$ cat config.mk
export PLATFORM = sky130hd
export DESIGN_NAME = alu_sequencer
export DESIGN_NICKNAME = d
export VERILOG_FILES = /design/src/rtl/alu_sequencer_pkg.sv /design/src/rtl/alu_sequencer_ret_stack.sv /design/src/rtl/alu_sequencer.sv
export SDC_FILE = /design/constraint.sdc
export NUM_CORES = 1
export LEC_CHECK = 0
export ABC_AREA = 1
export CAP_MARGIN = 30
export CORE_ASPECT_RATIO = 2
export CORE_MARGIN = 5
export CORE_UTILIZATION = 49
export DETAILED_ROUTE_END_ITERATION = 8
export GPL_ROUTABILITY_DRIVEN = 0
export PLACE_DENSITY = 0.79
export SYNTH_ARGS = -nofsm -noshare
export SYNTH_HDL_FRONTEND = slang
export SYNTH_SLANG_ARGS = --single-unit
$ cat constraint.sdc
create_clock -name clk -period 3.15 [get_ports clk]
set_clock_uncertainty 0.2 [all_clocks]
set_input_delay 0.4725 -clock clk [delete_from_list [all_inputs] [get_ports clk]]
set_output_delay 0.4725 -clock clk [all_outputs]
set_load 0.01 [all_outputs]
$ cat src/rtl/alu_sequencer_pkg.sv
// rtl/alu_sequencer_pkg.sv - opcodes, FSM states, write-mux selects and opcode classes
package alu_sequencer_pkg;

  localparam logic [7:0] OP_NOP = 8'h00;
  localparam logic [7:0] OP_NOT = 8'h01;
  localparam logic [7:0] OP_XOR = 8'h02;
  localparam logic [7:0] OP_OR  = 8'h03;
  localparam logic [7:0] OP_AND = 8'h04;
  localparam logic [7:0] OP_SUB = 8'h05;
  localparam logic [7:0] OP_ADD = 8'h06;
  localparam logic [7:0] OP_RR  = 8'h07;
  localparam logic [7:0] OP_RL  = 8'h08;
  localparam logic [7:0] OP_DEC = 8'h09;
  localparam logic [7:0] OP_INC = 8'h0A;
  localparam logic [7:0] OP_RST = 8'h0B;
  localparam logic [7:0] OP_CMP = 8'h0C;
  localparam logic [7:0] OP_LDI = 8'h10;
  localparam logic [7:0] OP_JMP = 8'h11;
  localparam logic [7:0] OP_JMA = 8'h12;
  localparam logic [7:0] OP_CLL = 8'h13;
  localparam logic [7:0] OP_RET = 8'h14;
  localparam logic [7:0] OP_LD  = 8'h20;
  localparam logic [7:0] OP_ST  = 8'h21;
  localparam logic [7:0] OP_IOR = 8'h22;
  localparam logic [7:0] OP_IOW = 8'h23;

  localparam logic [2:0] ST_FETCH   = 3'd0;
  localparam logic [2:0] ST_OPERAND = 3'd1;
  localparam logic [2:0] ST_EXEC    = 3'd2;
  localparam logic [2:0] ST_MEM     = 3'd3;
  localparam logic [2:0] ST_TRAP    = 3'd4;

  localparam logic [1:0] RF_SEL_ALU = 2'd0;
  localparam logic [1:0] RF_SEL_MEM = 2'd1;
  localparam logic [1:0] RF_SEL_IMM = 2'd2;

  function automatic logic is_two_word(input logic [7:0] op);
    case (op)
      OP_LDI, OP_JMP, OP_JMA, OP_CLL,
      OP_LD, OP_ST, OP_IOR, OP_IOW: return 1'b1;
      default:                      return 1'b0;
    endcase
  endfunction

  function automatic logic is_alu_write(input logic [7:0] op);
    case (op)
      OP_NOT, OP_XOR, OP_OR, OP_AND, OP_SUB, OP_ADD,
      OP_RR, OP_RL, OP_DEC, OP_INC, OP_RST: return 1'b1;
      default:                              return 1'b0;
    endcase
  endfunction

  function automatic logic sets_ovf(input logic [7:0] op);
    case (op)
      OP_ADD, OP_SUB, OP_INC, OP_DEC: return 1'b1;
      default:                        return 1'b0;
    endcase
  endfunction

  function automatic logic is_defined(input logic [7:0] op);
    case (op)
      OP_NOP, OP_CMP, OP_LDI, OP_JMP, OP_JMA, OP_CLL, OP_RET,
      OP_LD, OP_ST, OP_IOR, OP_IOW: return 1'b1;
      default:                      return is_alu_write(op);
    endcase
  endfunction

endpackage

$ cat src/rtl/alu_sequencer_ret_stack.sv
// rtl/alu_sequencer_ret_stack.sv - LIFO of return addresses for CLL/RET
module ret_stack
  import alu_sequencer_pkg::*;
#(
  parameter int WIDTH = 16,
  parameter int DEPTH = 8
) (
  input  logic             clk,
  input  logic             rst,
  input  logic             i_push,
  input  logic             i_pop,
  input  logic [WIDTH-1:0] i_data,
  output logic [WIDTH-1:0] o_data,
  output logic             o_full,
  output logic             o_empty
);

  localparam int PTR_W = $clog2(DEPTH);

  logic [WIDTH-1:0] r_mem [DEPTH];
  logic [PTR_W:0]   r_sp;
  logic [PTR_W-1:0] w_wr_idx;
  logic [PTR_W-1:0] w_rd_idx;

  // r_sp counts entries, so one extra bit distinguishes full from empty
  assign w_wr_idx = r_sp[PTR_W-1:0];
  assign w_rd_idx = w_wr_idx - 1'b1;
  assign o_full   = (r_sp == (PTR_W+1)'(DEPTH));
  assign o_empty  = (r_sp == '0);
  assign o_data   = r_mem[w_rd_idx];

  always_ff @(posedge clk or posedge rst) begin
    if (rst) begin
      r_sp <= '0;
    end else if (i_push && !o_full) begin
      r_sp <= r_sp + 1'b1;
    end else if (i_pop && !o_empty) begin
      r_sp <= r_sp - 1'b1;
    end
  end

  always_ff @(posedge clk) begin
    if (i_push && !o_full) begin
      r_mem[w_wr_idx] <= i_data;
    end
  end

endmodule

$ cat src/rtl/alu_sequencer.sv
// rtl/alu_sequencer.sv - multi-cycle fetch/decode/execute control FSM for the 16-bit ALU core
module alu_sequencer
  import alu_sequencer_pkg::*;
#(
  parameter int WIDTH       = 16,
  parameter int ADDR_W      = 16,
  parameter int STACK_DEPTH = 8
) (
  input  logic              clk,
  input  logic              rst,
  output logic              mem_req,
  output logic              mem_we,
  output logic              mem_io,
  output logic [ADDR_W-1:0] mem_addr,
  output logic [WIDTH-1:0]  mem_wdata,
  input  logic [WIDTH-1:0]  mem_rdata,
  input  logic              mem_ack,
  output logic [3:0]        rf_ra,
  output logic [3:0]        rf_rb,
  input  logic [WIDTH-1:0]  rf_rdata_a,
  output logic              rf_we,
  output logic [3:0]        rf_wa,
  output logic [1:0]        rf_sel,
  output logic [WIDTH-1:0]  imm,
  output logic [7:0]        alu_op,
  input  logic [WIDTH-1:0]  alu_out,
  input  logic              alu_ovf,
  output logic              flag_c,
  output logic              flag_v,
  output logic [ADDR_W-1:0] pc,
  output logic              halted
);

  logic [2:0]        r_state;
  logic [ADDR_W-1:0] r_pc;
  logic [WIDTH-1:0]  r_ir;
  logic [WIDTH-1:0]  r_imm;
  logic              r_flag_c;
  logic              r_flag_v;

  logic [7:0]        w_op;
  logic [3:0]        w_rd;
  logic [3:0]        w_rs;
  logic              w_in_exec;
  logic              w_in_mem;
  logic              w_wb_load;
  logic              w_push;
  logic              w_pop;
  logic              w_stk_full;
  logic              w_stk_empty;
  logic [ADDR_W-1:0] w_stk_top;
  logic [ADDR_W-1:0] w_target;
  logic              w_unused;

  assign w_op      = r_ir[15:8];
  assign w_rd      = r_ir[7:4];
  assign w_rs      = r_ir[3:0];
  assign w_in_exec = (r_state == ST_EXEC);
  assign w_in_mem  = (r_state == ST_MEM);
  assign w_wb_load = (w_op == OP_LD) || (w_op == OP_IOR);
  assign w_target  = ADDR_W'(r_imm);
  assign w_push    = w_in_exec && (w_op == OP_CLL) && !w_stk_full;
  assign w_pop     = w_in_exec && (w_op == OP_RET) && !w_stk_empty;
  assign w_unused  = ^alu_out[WIDTH-1:1];

  ret_stack #(
    .WIDTH (ADDR_W),
    .DEPTH (STACK_DEPTH)
  ) u_ret_stack (
    .clk     (clk),
    .rst     (rst),
    .i_push  (w_push),
    .i_pop   (w_pop),
    .i_data  (r_pc),
    .o_data  (w_stk_top),
    .o_full  (w_stk_full),
    .o_empty (w_stk_empty)
  );

  // Port A reads rs during MEM so the store data comes straight off the register file
  assign rf_ra     = w_in_mem ? w_rs : w_rd;
  assign rf_rb     = w_rs;
  assign rf_wa     = w_rd;
  assign mem_wdata = rf_rdata_a;
  assign imm       = r_imm;
  assign flag_c    = r_flag_c;
  assign flag_v    = r_flag_v;
  assign pc        = r_pc;
  assign halted    = (r_state == ST_TRAP);

  always_comb begin
    mem_req  = 1'b0;
    mem_we   = 1'b0;
    mem_io   = 1'b0;
    mem_addr = r_pc;
    rf_we    = 1'b0;
    rf_sel   = RF_SEL_ALU;
    alu_op   = OP_NOP;
    case (r_state)
      ST_FETCH, ST_OPERAND: begin
        mem_req = 1'b1;
      end
      ST_EXEC: begin
        alu_op = w_op;
        rf_we  = is_alu_write(w_op) || (w_op == OP_LDI);
        if (w_op == OP_LDI) begin
          rf_sel = RF_SEL_IMM;
        end
      end
      ST_MEM: begin
        mem_req  = 1'b1;
        mem_addr = w_target;
        mem_io   = (w_op == OP_IOR) || (w_op == OP_IOW);
        mem_we   = (w_op == OP_ST) || (w_op == OP_IOW);
        rf_we    = mem_ack && w_wb_load;
        rf_sel   = RF_SEL_MEM;
      end
      default: begin
      end
    endcase
    // Reset must kill strobes in the same instant, not at the next edge
    if (rst) begin
      mem_req = 1'b0;
      mem_we  = 1'b0;
      rf_we   = 1'b0;
    end
  end

  always_ff @(posedge clk or posedge rst) begin
    if (rst) begin
      r_state  <= ST_FETCH;
      r_pc     <= '0;
      r_ir     <= '0;
      r_imm    <= '0;
      r_flag_c <= 1'b0;
      r_flag_v <= 1'b0;
    end else begin
      case (r_state)
        ST_FETCH: begin
          if (mem_ack) begin
            r_ir    <= mem_rdata;
            r_pc    <= r_pc + 1'b1;
            r_state <= is_two_word(mem_rdata[15:8]) ? ST_OPERAND : ST_EXEC;
          end
        end
        ST_OPERAND: begin
          if (mem_ack) begin
            r_imm   <= mem_rdata;
            r_pc    <= r_pc + 1'b1;
            r_state <= ST_EXEC;
          end
        end
        ST_EXEC: begin
          r_state <= ST_FETCH;
          if (sets_ovf(w_op)) begin
            r_flag_v <= alu_ovf;
          end
          case (w_op)
            OP_CMP: r_flag_c <= alu_out[0];
            OP_JMP: r_pc <= w_target;
            OP_JMA: begin
              if (r_flag_c) begin
                r_pc <= w_target;
              end
            end
            OP_CLL: begin
              if (w_stk_full) begin
                r_state <= ST_TRAP;
              end else begin
                r_pc <= w_target;
              end
            end
            OP_RET: begin
              if (w_stk_empty) begin
                r_state <= ST_TRAP;
              end else begin
                r_pc <= w_stk_top;
              end
            end
            OP_LD, OP_ST, OP_IOR, OP_IOW: r_state <= ST_MEM;
            default: begin
              if (!is_defined(w_op)) begin
                r_state <= ST_TRAP;
              end
            end
          endcase
        end
        ST_MEM: begin
          if (mem_ack) begin
            r_state <= ST_FETCH;
          end
        end
        ST_TRAP: begin
        end
        default: r_state <= ST_TRAP;
      endcase
    end
  end

endmodule
==> impl_metrics.tcl <==
set metrics [dict create \
    outcome "finished clean" \
    routed-via-count 7201 \
    dieHeight_um 202 \
    hold_class "reg2reg" \
    cts.sinks 185 \
    synthAdderAreaFrac 0.00918 \
    clkTransAtPathRegs_ns 0.07 \
    syn_to_final_growth_pct 19.6 \
    synth_nets 1040 \
    max_slew.worst_pin.slew_ns 0.817 \
    routed_wl_mm 23.9 \
    ir_drop_mv 0.513 \
    first_pass_iters 5 \
    yosysSeqAreaShare 0.586 \
    wl_per_cell_um 18.5 \
    fmax_mhz 333 \
    synth.distinct_cells 42 \
    finalCriticalPeriod_ns 3.01 \
    grt_max_degree 78 \
    clk_latency_ns 0.44 \
    cts_setup_buffers 0 \
    cts_max_level 4 \
    ys_top_cells_by_area "edfxtp_1 43%, dfrtp_1 16%, nand2_1 9.8%, nand3_1 5.6%, o21ai_0 5.2%" \
    max_cap_viol_count 0 \
    cp_data_required_time_ns 2.48 \
    setup-violations-final 0 \
    cp_max_fo 9 \
    start_kind "register" \
    async_reset_ff_frac 0.308 \
    cts_buffers 17 \
    grt_pass1_wl_mm 38.5 \
    p_per_area_nw_per_um2 683 \
    cts_hold_buf 0 \
    die-area_sq_um 21300 \
    syn_inst 982 \
    slew_headroom 0.455 \
    instances_no_fill 1295 \
    finalHoldViolCount 0 \
    fin_crit_sh 0.954 \
    ys.flop_type "edfxtp_1" \
    totalPowerFinal_w 0.00735 \
    yosys.area_share.xor_xnor 0.00654 \
    cts_buffer_depth 2 \
    synth_compound_area_frac 0.0783 \
    synth_mux_area_frac 0 \
    critical-path-top-delay-family "buffers and inverters" \
    drive_gt1_frac 0.0936 \
    fin_util 0.591 \
    post_cts_resized 0 \
    track_usage 0.234 \
    cts_tree "built" \
    hpwl_mm 16.7 \
    nets 1124 \
    io_buffer_count 97 \
    start_util 0.494 \
    crit_chain "nor2_2 > clkinv_1 > nor3_1 > clkdlybuf4s50_1" \
    grt_antenna_before_repair 0 \
    synth_edf_count 128 \
    dpl.cell_count 1263 \
    die_w_um 106 \
    crit_type "reg2out" \
    hold_slack_ns 0.290 \
    core_sq_um 18200 \
    syn_area_sq_um 8990 \
    synth_top_area_share 0.427 \
    overflow 0 \
    ys.warnings.count 0 \
    slowest_stage "clkdlybuf4s50_1" \
    r2r_setup_slack_ns 0.30 \
    cpPeakStageDelay_ns 0.57 \
    n_antenna_cell 0 \
    ys_ff_latch 185 \
    yosys.area_share.simple 0.234 \
    drt_iter0_markers 640 \
    report.final.slew_viol_count 0 \
    synth_top_family_by_area "simple AND/OR/NAND/NOR gates" \
    p_leak_nw 4.46 \
    grt_pass1_vias 7495 \
    rsz0062_at_grt "no" \
    placementRows 70 \
    drtAntennaViolNets 0 \
    cts_root_buf "clkbuf_16" \
    crit_buf_inv 2 \
    worstPathArrival_ns 2.33 \
    routed_via_density 5.56 \
    endpoint_kind "primary output" \
    synth_top_cell_by_area "edfxtp_1" \
    drc_errors 0 \
    synth.avg_cell_area_sq_um 9.16 \
    ioPinCount 145 \
]
-- state kept, by name (all words and copies together) (netlist names) --
register and count:
r_ir 16, flag_v 1, u_ret_stack.r_sp 4, u_ret_stack.r_mem 128, flag_c 1, pc 16
imm 16, r_state 3
-- cells in the mapped netlist, types with 3 or more instances --
library cell / instances
edfxtp_1: 128
ha_1: 5
nand3_1: 101
dfrtp_1: 57
clkbuf_1: 17
a21oi_1: 27
nor2_4: 3
nand4_1: 9
inv_2: 4
nand2_4: 3
nor3_1: 13
nand2_1: 234
buf_2: 19
o21ai_0: 94
inv_1: 94
buf_4: 26
o211ai_1: 10
nor2_1: 108
-- tightest hold or removal path, delay by kind of cell, from the launching register on --
| kind | cells | cell delay, ns |
|---|---|---|
| flip-flops | 1 | 0.35 |
| AO/OA/AOI/OAI | 1 | 0.06 |
| AND/OR/NAND/NOR | 1 | 0.05 |
-- through the flow --
| step | cell area, sq um | TNS (ns) | worst slack [ns] |
|---|---|---|---|
| floorplan | 8990 | -27.21 | -0.216 |
| global placement | 10200 | 0 | 0.283 |
| detailed placement | 10200 | 0 | 0.265 |
| CTS | 10700 | 0 | 0.132 |
| global route | 10800 | 0 | 0.0283 |
| finish | 10800 | 0 | 0.144 |
-- cell families (layout without fill, tap and decap cells) --
kind of cell    Yosys count  count (layout)
compound gates          134             134
xor+xnor                  5               5
fa+ha+maj                 6               6
buf+inv                 167             264
flops                   185             185
simple gates            485             485
-- cell usage in the layout, fill, tap and decap left out, types with 10 or more instances in the layout --
master and count:
nor3_2 10, dfrtp_1 56, buf_4 33, inv_1 93, edfxtp_1 128, nand2_1 234
o211ai_1 10, clkdlybuf4s50_1 97, nor2_1 108, o21ai_0 94, a21oi_1 27, clkbuf_16 18
nand3_1 101
-- metal layers --
metal | wire (um) | vias up | track usage
met5 | 0 | - | 0
met4 | 1530 | 0 | 0.153
met3 | 1440 | 85 | 0.0433
met2 | 12900 | 321 | 0.430
met1 | 8050 | 3393 | 0.237
li1 | - | 3402 | -
-- final timing paths --
kind	startpoint	to	depth (start not counted)
max	r_state[2]	mem_io	4
max reg2reg	u_ret_stack.r_sp[1]	u_ret_stack.r_mem[7][12]	10
min in group asynchronous	rst	flag_c	3
min	flag_v	flag_v	2
max in group asynchronous	rst	u_ret_stack.r_sp[0]	3
min reg2reg	flag_v	flag_v	2
-- report_power, final --
group          leakage (nW)  internal (W)  switching (W)
Sequential             1.91       0.00297       0.000342
Combinational          2.27      0.000868        0.00114
Clock                 0.287       0.00112       0.000911
-- cell type report --
cell class | count | area, sq um
Sequential cell | 185 | 5270
Timing Repair Buffer | 133 | 1280
Tap cell | 216 | 270
Clock inverter | 10 | 82.6
Multi-Input combinational cell | 630 | 3000
Fill cell | 1441 | 7460
Inverter | 99 | 372
Clock buffer | 22 | 487
Power figures use the tool's default switching activity.
